--- src/rtl/rpn_pkg.sv ---
// Shared types for the RPN token sequencer.
// Token kinds, error codes and sequencer states.
package rpn_pkg;

  typedef enum logic [1:0] {
    TK_NUM = 2'd0,
    TK_OP  = 2'd1,
    TK_END = 2'd2,
    TK_CLR = 2'd3
  } tok_kind_t;

  typedef enum logic [1:0] {
    ERR_OK     = 2'd0,
    ERR_UNDER  = 2'd1,
    ERR_OVER   = 2'd2,
    ERR_BADEND = 2'd3
  } err_t;

  typedef enum logic [1:0] {
    S_RUN    = 2'd0,
    S_FLUSH  = 2'd1,
    S_RESULT = 2'd2
  } state_t;

  localparam int UNARY_BIT = 4;

endpackage

--- src/rtl/rpn_sequencer.sv ---
// Token sequencer driving the opstack num/op controls.
// Tracks logical depth and reports result/error per expression.
module rpn_sequencer
  import rpn_pkg::*;
#(
  parameter  int DEPTH = 8,
  localparam int DW    = $clog2(DEPTH + 1)
) (
  input  logic          clk,
  input  logic          reset,
  input  logic          tok_valid,
  output logic          tok_ready,
  input  logic [1:0]    tok_kind,
  input  logic [15:0]   tok_data,
  output logic          num,
  output logic          op,
  output logic [15:0]   x,
  input  logic [15:0]   qtop,
  output logic          res_valid,
  input  logic          res_ready,
  output logic [15:0]   res_data,
  output logic [1:0]    res_err,
  output logic [DW-1:0] depth
);

  localparam logic [DW-1:0] MAXD = DW'(DEPTH);
  localparam logic [DW-1:0] ONE  = DW'(1);
  localparam logic [DW-1:0] TWO  = DW'(2);

  state_t          r_state;
  logic [DW-1:0]   r_depth;
  logic            r_res_valid;
  logic [15:0]     r_res_data;
  err_t            r_res_err;

  tok_kind_t       w_kind;
  logic            w_unary;
  logic            w_acc;
  logic            w_run;
  logic            w_legal;
  logic [DW-1:0]   w_next_depth;

  assign w_kind  = tok_kind_t'(tok_kind);
  assign w_unary = tok_data[UNARY_BIT];
  assign w_run   = (r_state == S_RUN);
  assign w_acc   = tok_valid & tok_ready;

  // Legality is judged on logical depth only, never on opstack contents.
  always_comb begin
    w_legal      = 1'b0;
    w_next_depth = r_depth;
    unique case (w_kind)
      TK_NUM: begin
        w_legal      = (r_depth < MAXD);
        w_next_depth = r_depth + ONE;
      end
      TK_OP: begin
        if (w_unary) begin
          w_legal = (r_depth >= ONE);
        end else begin
          w_legal      = (r_depth >= TWO);
          w_next_depth = r_depth - ONE;
        end
      end
      TK_END, TK_CLR: begin
        w_legal      = 1'b1;
        w_next_depth = '0;
      end
    endcase
  end

  assign tok_ready = (r_state != S_RESULT);
  assign num = w_acc & w_run & w_legal & (w_kind == TK_NUM);
  assign op  = w_acc & w_run & w_legal & (w_kind == TK_OP);
  assign x   = tok_data;

  always_ff @(posedge clk) begin
    if (reset) begin
      r_state     <= S_RUN;
      r_depth     <= '0;
      r_res_valid <= 1'b0;
      r_res_data  <= '0;
      r_res_err   <= ERR_OK;
    end else begin
      unique case (r_state)
        S_RUN: begin
          if (w_acc) begin
            unique case (w_kind)
              TK_NUM, TK_OP: begin
                if (w_legal) begin
                  r_depth <= w_next_depth;
                end else begin
                  r_res_err <= (w_kind == TK_NUM) ? ERR_OVER : ERR_UNDER;
                  r_state   <= S_FLUSH;
                end
              end
              TK_END: begin
                r_depth     <= '0;
                r_res_valid <= 1'b1;
                r_state     <= S_RESULT;
                if (r_depth == ONE) begin
                  r_res_data <= qtop;
                  r_res_err  <= ERR_OK;
                end else begin
                  r_res_data <= '0;
                  r_res_err  <= ERR_BADEND;
                end
              end
              TK_CLR: r_depth <= '0;
            endcase
          end
        end
        S_FLUSH: begin
          if (w_acc && (w_kind == TK_END || w_kind == TK_CLR)) begin
            r_depth     <= '0;
            r_res_data  <= '0;
            r_res_valid <= 1'b1;
            r_state     <= S_RESULT;
          end
        end
        S_RESULT: begin
          if (res_ready) begin
            r_res_valid <= 1'b0;
            r_res_err   <= ERR_OK;
            r_state     <= S_RUN;
          end
        end
        default: r_state <= S_RUN;
      endcase
    end
  end

  assign res_valid = r_res_valid;
  assign res_data  = r_res_data;
  assign res_err   = r_res_err;
  assign depth     = r_depth;

endmodule

--- config.mk ---
export PLATFORM = sky130hd
export DESIGN_NAME = rpn_sequencer
export DESIGN_NICKNAME = d
export VERILOG_FILES = /design/src/rtl/rpn_pkg.sv /design/src/rtl/rpn_sequencer.sv
export SDC_FILE = /design/constraint.sdc
export NUM_CORES = 1
export LEC_CHECK = 0
export BUFFER_PORTS_ARGS = -buffer_cell sky130_fd_sc_hd__clkbuf_2
export CAP_MARGIN = 25
export CORE_UTILIZATION = 48
export CTS_CLUSTER_SIZE = 8
export DETAILED_ROUTE_END_ITERATION = 7
export PLACE_DENSITY = 0.85
export RECOVER_POWER = 100
export REMOVE_ABC_BUFFERS = 1
export SYNTH_ARGS = -nofsm -noshare
export SYNTH_HDL_FRONTEND = slang
export SYNTH_SLANG_ARGS = --single-unit
--- constraint.sdc ---
create_clock -name clk -period 2.7 [get_ports clk]
set_input_delay 0.675 -clock clk [delete_from_list [all_inputs] [get_ports clk]]
set_output_delay 0.675 -clock clk [all_outputs]
set_load 0.005 [all_outputs]
---- Word-level counts from Yosys, hierarchy flattened ----
Cells that the tools add are included.
cells by class
  add/subtract/negate cells ............... 2
  multipliers ............................. 0
  divide/modulo/power cells ............... 0
  magnitude comparators ................... 3
  equal/unequal tests ..................... 15
  shift operators ......................... 0
  mux-type cells .......................... 31
  bitwise gates (word level) .............. 5
  reductions and logical operators ........ 14
operator list
  kind                                                                                  count
  16-bit two-way mux                                                                    4
  16-bit case mux with 2 select lines                                                   1
  4-bit case mux with 2 select lines                                                    3
  5-bit AND reduction                                                                   4
  2-bit two-way mux                                                                     8
  4-bit two-way mux                                                                     4
  2-bit case mux with 2 select lines                                                    3
  2-bit != test (second input constant)                                                 4
  2-bit == test (second input constant)                                                 3
  3-bit != test (second input constant)                                                 2
  1-bit case mux with 3 select lines                                                    2
  2-bit case mux with 3 select lines                                                    1
  1-bit AND                                                                             5
  1-bit two-way mux                                                                     5
  4-bit by 1-bit adder with 4-bit output (second input constant)                        1
  2-bit by 1-bit == test with 1-bit output (second input constant)                      2
  4-bit by 1-bit == test with 1-bit output (second input constant)                      1
  4-bit by 1-bit greater-or-equal comparator with 1-bit output (second input constant)  1
  4-bit by 2-bit greater-or-equal comparator with 1-bit output (second input constant)  1
  2-bit zero test                                                                       2
  4-bit less-than comparator (second input constant)                                    1
  4-bit != test (second input constant)                                                 1
  4-bit AND reduction                                                                   1
  2-bit nonzero test                                                                    2
  7 further kinds                                                                       8
storage, ports and cells
  register bits after elaboration ......... 25
  latch bits .............................. 0
  RAM bits ................................ 0
  bits in read-only memories .............. 0
  input bits .............................. 38
  output and inout port bits .............. 42
  word-level logic and storage cells ...... 75
  memories kept ........................... 0

---- Depth between registers and ports, before layout ----
  word-level depth ........................ 7
  mapped depth ............................ 7
  depth with buffers taken out ............ 6

---- Worst setup path before layout ----
No wires, ideal clock.
  kind .................................... reg-to-output
  start ................................... reg r_depth[0] (netlist: depth[0])
  end ..................................... out num
  arrival ................................. 1.457 ns
  data required time ...................... 2.025 ns
  slack ................................... 0.568 ns
  cell stages (with the launch flop) ...... 6
  path buffers ............................ 0
  cell sequence ........................... dfxtp_1 -> inv_1 -> ha_1 -> and3b_1 -> o22ai_1 -> and4b_1
on the way
  longest elaborated chain between the ends .. 5
  elaborated cells on any way between the ends .. 7
  those cells by class .................... 3 x order compare; 2 x mux; 2 x bitwise
ends and longest elaborated chain
  element                                                                                                                                              RTL line                                  text
  from (decl)                                                                                                                                          rpn_sequencer.sv:31                       logic [DW-1:0] r_depth;
  from (signal assigned)                                                                                                                               rpn_sequencer.sv:91                       r_depth <= w_next_depth;
  4-bit by 2-bit greater-or-equal comparator with 1-bit output / 4-bit by 1-bit greater-or-equal comparator with 1-bit output (equally long branches)  rpn_sequencer.sv:61, rpn_sequencer.sv:59
  1-bit two-way mux                                                                                                                                    rpn_sequencer.sv:58                       if (w_unary) begin
  1-bit case mux with 3 select lines *                                                                                                                 rpn_sequencer.sv:52                       unique case (w_kind)
  1-bit AND * (2 in a row)                                                                                                                             rpn_sequencer.sv:73                       assign num = w_acc & w_run & w_legal & (w_kind == TK_NUM);
  to (decl)                                                                                                                                            rpn_sequencer.sv:15                       output logic num,
Every way passes the cells marked *; elsewhere a longest branch is shown, timed or not.

---- Worst setup path in the final report ----
Same ends and word-level chain as after synthesis.

==> out/results.txt <==
status -> finished, violations left
failing checks -> DRC
fmax -> 0.405 GHz
initial antenna violation count -> 0
die area -> 0.00327 mm²
count of buffers from port buffering -> 49
max-cap violations -> 0
number of buffers created by CTS -> 3
Post-Syn Area -> 0.00146 mm²
startpoint types -> register
Post-synth EDFFs -> 0
Routed Wire Length -> 3.29 mm
Die W -> 57.2 µm
synthesized flop and latch total -> 25
Setup CP Type -> register to output port
CTS root buf -> clkbuf_4
met1 Usage GRT -> 0.291
global-route usage over all layers -> 0.207
Worst setup EP type -> output port
Power, Total -> 0.788 mW
Post-DRT Antenna Nets -> 0
WP data arrival -> 1.80 ns
# Post-CTS Setup Buffers -> 0
CTS Hold Bufs -> 0
Vias -> 1244
cts repair resizes -> 0
post-synthesis async set-or-reset flop share -> 0
Final Max Slew Viols -> 0
Syn Inst Count -> 154
met3 Track Usage GR -> 0.0839
FP Rows -> 19
Slew headroom -> 0.530
P_int -> 0.544 mW
drt pass-1 iters -> 6
Wirelength per Cell -> 14.9 µm
maximum VDD drop -> 0.367 mV
antenna cells -> 0
global-route wire length before repair -> 5.21 mm
Initial Util -> 0.517
setup TNS -> 0 ns
Clock Power Share -> 0.220
height of the die -> 57.2 µm
register area share after synthesis -> 0.342
Pwr Density -> 501 mW/mm²
Syn Area/Cell -> 9.50 µm²
CTS tree -> built
register share of total power -> 0.539
synth unique cells -> 48
Final Hold Viols -> 0
Nets -> 231
Clock Sink Count -> 25
GP Congestion -> 0.870
vias in the first global route -> 1066
core area -> 0.00283 mm²
synth warn -> 0
Finished Layout Cells -> 220
Clock Skew -> 0.00394 ns
FILL cells -> 273
post-DR vias/cell -> 5.65
fin crit period -> 2.47 ns
crit share post-route -> 0.915
GRT busiest layer -> met1
final setup violation count -> 0
RSZ-0062 raised after global routing -> no
switching share of power -> 0.310
switching pwr -> 0.244 mW
Final HPWL DP -> 2.50 mm
maximum clock path buffer count -> 2
H-tree depth -> 1
Clock transition at path regs -> 0.14 ns
layout cells sized above 1 -> 0.344
most common flop cell mapped by yosys -> dfxtp_1
Crit Path Max Fanout -> 7
worst slew pin tran -> 0.703 ns
GRT met2 Usage -> 0.279
Comb pwr share -> 0.241
I/O pin count -> 80
DRC viols -> 2
worst min path class -> register to register
Cells after DPL -> 216
Req. time, crit path -> 2.03 ns
Area Growth Syn to Fin -> 7.53%
total grt overflow -> 0
largest net degree at the start of global routing -> 28
total leakage power -> 0.659 nW
Worst-Skew Late Latency -> 0.32 ns
Initial DRC Count -> 47
==> stage by stage <==
step	cell area (µm²)	utilization	hold WS (ns)	setup WS (ns)
3_3_place_gp	1620	0.574	0.444	0.382
3_5_place_dp	1620	0.574	0.448	0.365
2_1_floorplan	1300	-	0.447	0.568
6_report	1570	0.556	0.463	0.229
5_1_grt	1570	0.556	0.494	0.0853
4_1_cts	1650	0.585	0.466	0.130
==> layer usage <==
metal | vias to the layer above | part of all wire
li1 | 615 | -
met1 | 572 | 0.45
met2 | 50 | 0.45
met3 | 7 | 0.081
met4 | 0 | 0.017
met5 | - | 0
==> cell usage in the layout (no fill, tap or decap), types with 5 or more instances in the layout <==
cell,instances
clkbuf_2,40
dfxtp_1,23
a22oi_1,17
nor2_2,10
clkbuf_1,9
nor2_1,8
a21oi_1,6
inv_1,5
==> power by group through the flow <==
| stage | Sequential [mW] | Clock [mW] | Combinational [mW] |
|---|---|---|---|
| 5_1_grt | 0.428 | 0.194 | 0.210 |
| 4_1_cts | 0.424 | 0.180 | 0.203 |
| 6_report | 0.424 | 0.173 | 0.190 |
| 3_5_place_dp | 0.433 | 0 | 0.202 |
| 2_1_floorplan | 0.427 | 0 | 0.117 |
| 3_3_place_gp | 0.432 | 0 | 0.199 |
==> kinds of logic (layout without fill, tap and decap cells) <==
| logic type | Yosys count | after routing | share of synthesized area |
|---|---|---|---|
| simple gates | 51 | 51 | 0.233 |
| compound gates | 42 | 42 | 0.242 |
| buf+inv | 28 | 63 | 0.123 |
| flops | 25 | 25 | 0.342 |
| mux | 4 | 4 | 0.0282 |
| fa+ha+maj | 3 | 3 | 0.0257 |
| xor+xnor | 1 | 1 | 0.00599 |
==> flip-flops by register name, indices dropped and copies added (netlist names) <==
name       count
res_err        2
res_data      16
res_valid      1
depth          4
r_state        2
==> critical path, cell delays in order (launching register included) <==
cell and delay (ns):
dfxtp_2 0.41, inv_1 0.08, ha_1 0.21, and3b_1 0.19, o22ai_1 0.25, and4b_1 0.22, clkbuf_1 0.12
==> cell usage after synthesis, types with 2 or more instances <==
| cell | number | area [µm²] |
|---|---|---|
| buf_4 | 17 | 128 |
| a21oi_1 | 6 | 30.0 |
| dfxtp_1 | 25 | 500 |
| inv_1 | 5 | 18.8 |
| nand2b_1 | 4 | 25.0 |
| o21ai_1 | 2 | 10.0 |
| nor2b_1 | 4 | 25.0 |
| a31oi_1 | 3 | 18.8 |
| buf_2 | 3 | 15.0 |
| buf_1 | 2 | 7.51 |
| mux2i_1 | 3 | 30.0 |
| ha_1 | 3 | 37.5 |
| o22ai_1 | 2 | 12.5 |
| nand2_1 | 4 | 15.0 |
| or3_1 | 2 | 12.5 |
| nor2_1 | 8 | 30.0 |
| nor3_1 | 4 | 20.0 |
| nand3_1 | 2 | 10.0 |
| nor2_2 | 10 | 62.6 |
| and2b_1 | 2 | 15.0 |
| a22oi_2 | 10 | 125 |
| a22oi_1 | 7 | 52.6 |
==> final cells by class <==
type / instances / area (µm²) / share of cell area
Timing Repair Buffer: 54 / 268 / 0.170
Multi-Input combinational cell: 101 / 713 / 0.453
Clock inverter: 1 / 8.76 / 0.00557
Inverter: 5 / 18.8 / 0.0119
Clock buffer: 3 / 22.5 / 0.0143
Sequential cell: 25 / 503 / 0.320
Tap cell: 31 / 38.8 / 0.0247
==> worst paths after layout <==
| kind | from | to | cells past startpoint | slack, ns |
|---|---|---|---|---|
| worst min-delay path | res_valid$_SDFFE_PP0P_ | res_valid$_SDFFE_PP0P_ | 2 | 0.46 |
| worst min register to register | res_valid$_SDFFE_PP0P_ | res_valid$_SDFFE_PP0P_ | 2 | 0.46 |
| worst max-delay path | depth[0]$_SDFFE_PP0P_ | num | 6 | 0.23 |
| worst max register to register | depth[1]$_SDFFE_PP0P_ | res_err[0]$_SDFFE_PP0P_ | 6 | 0.71 |
No activity file was read; power rests on OpenSTA's default activity.
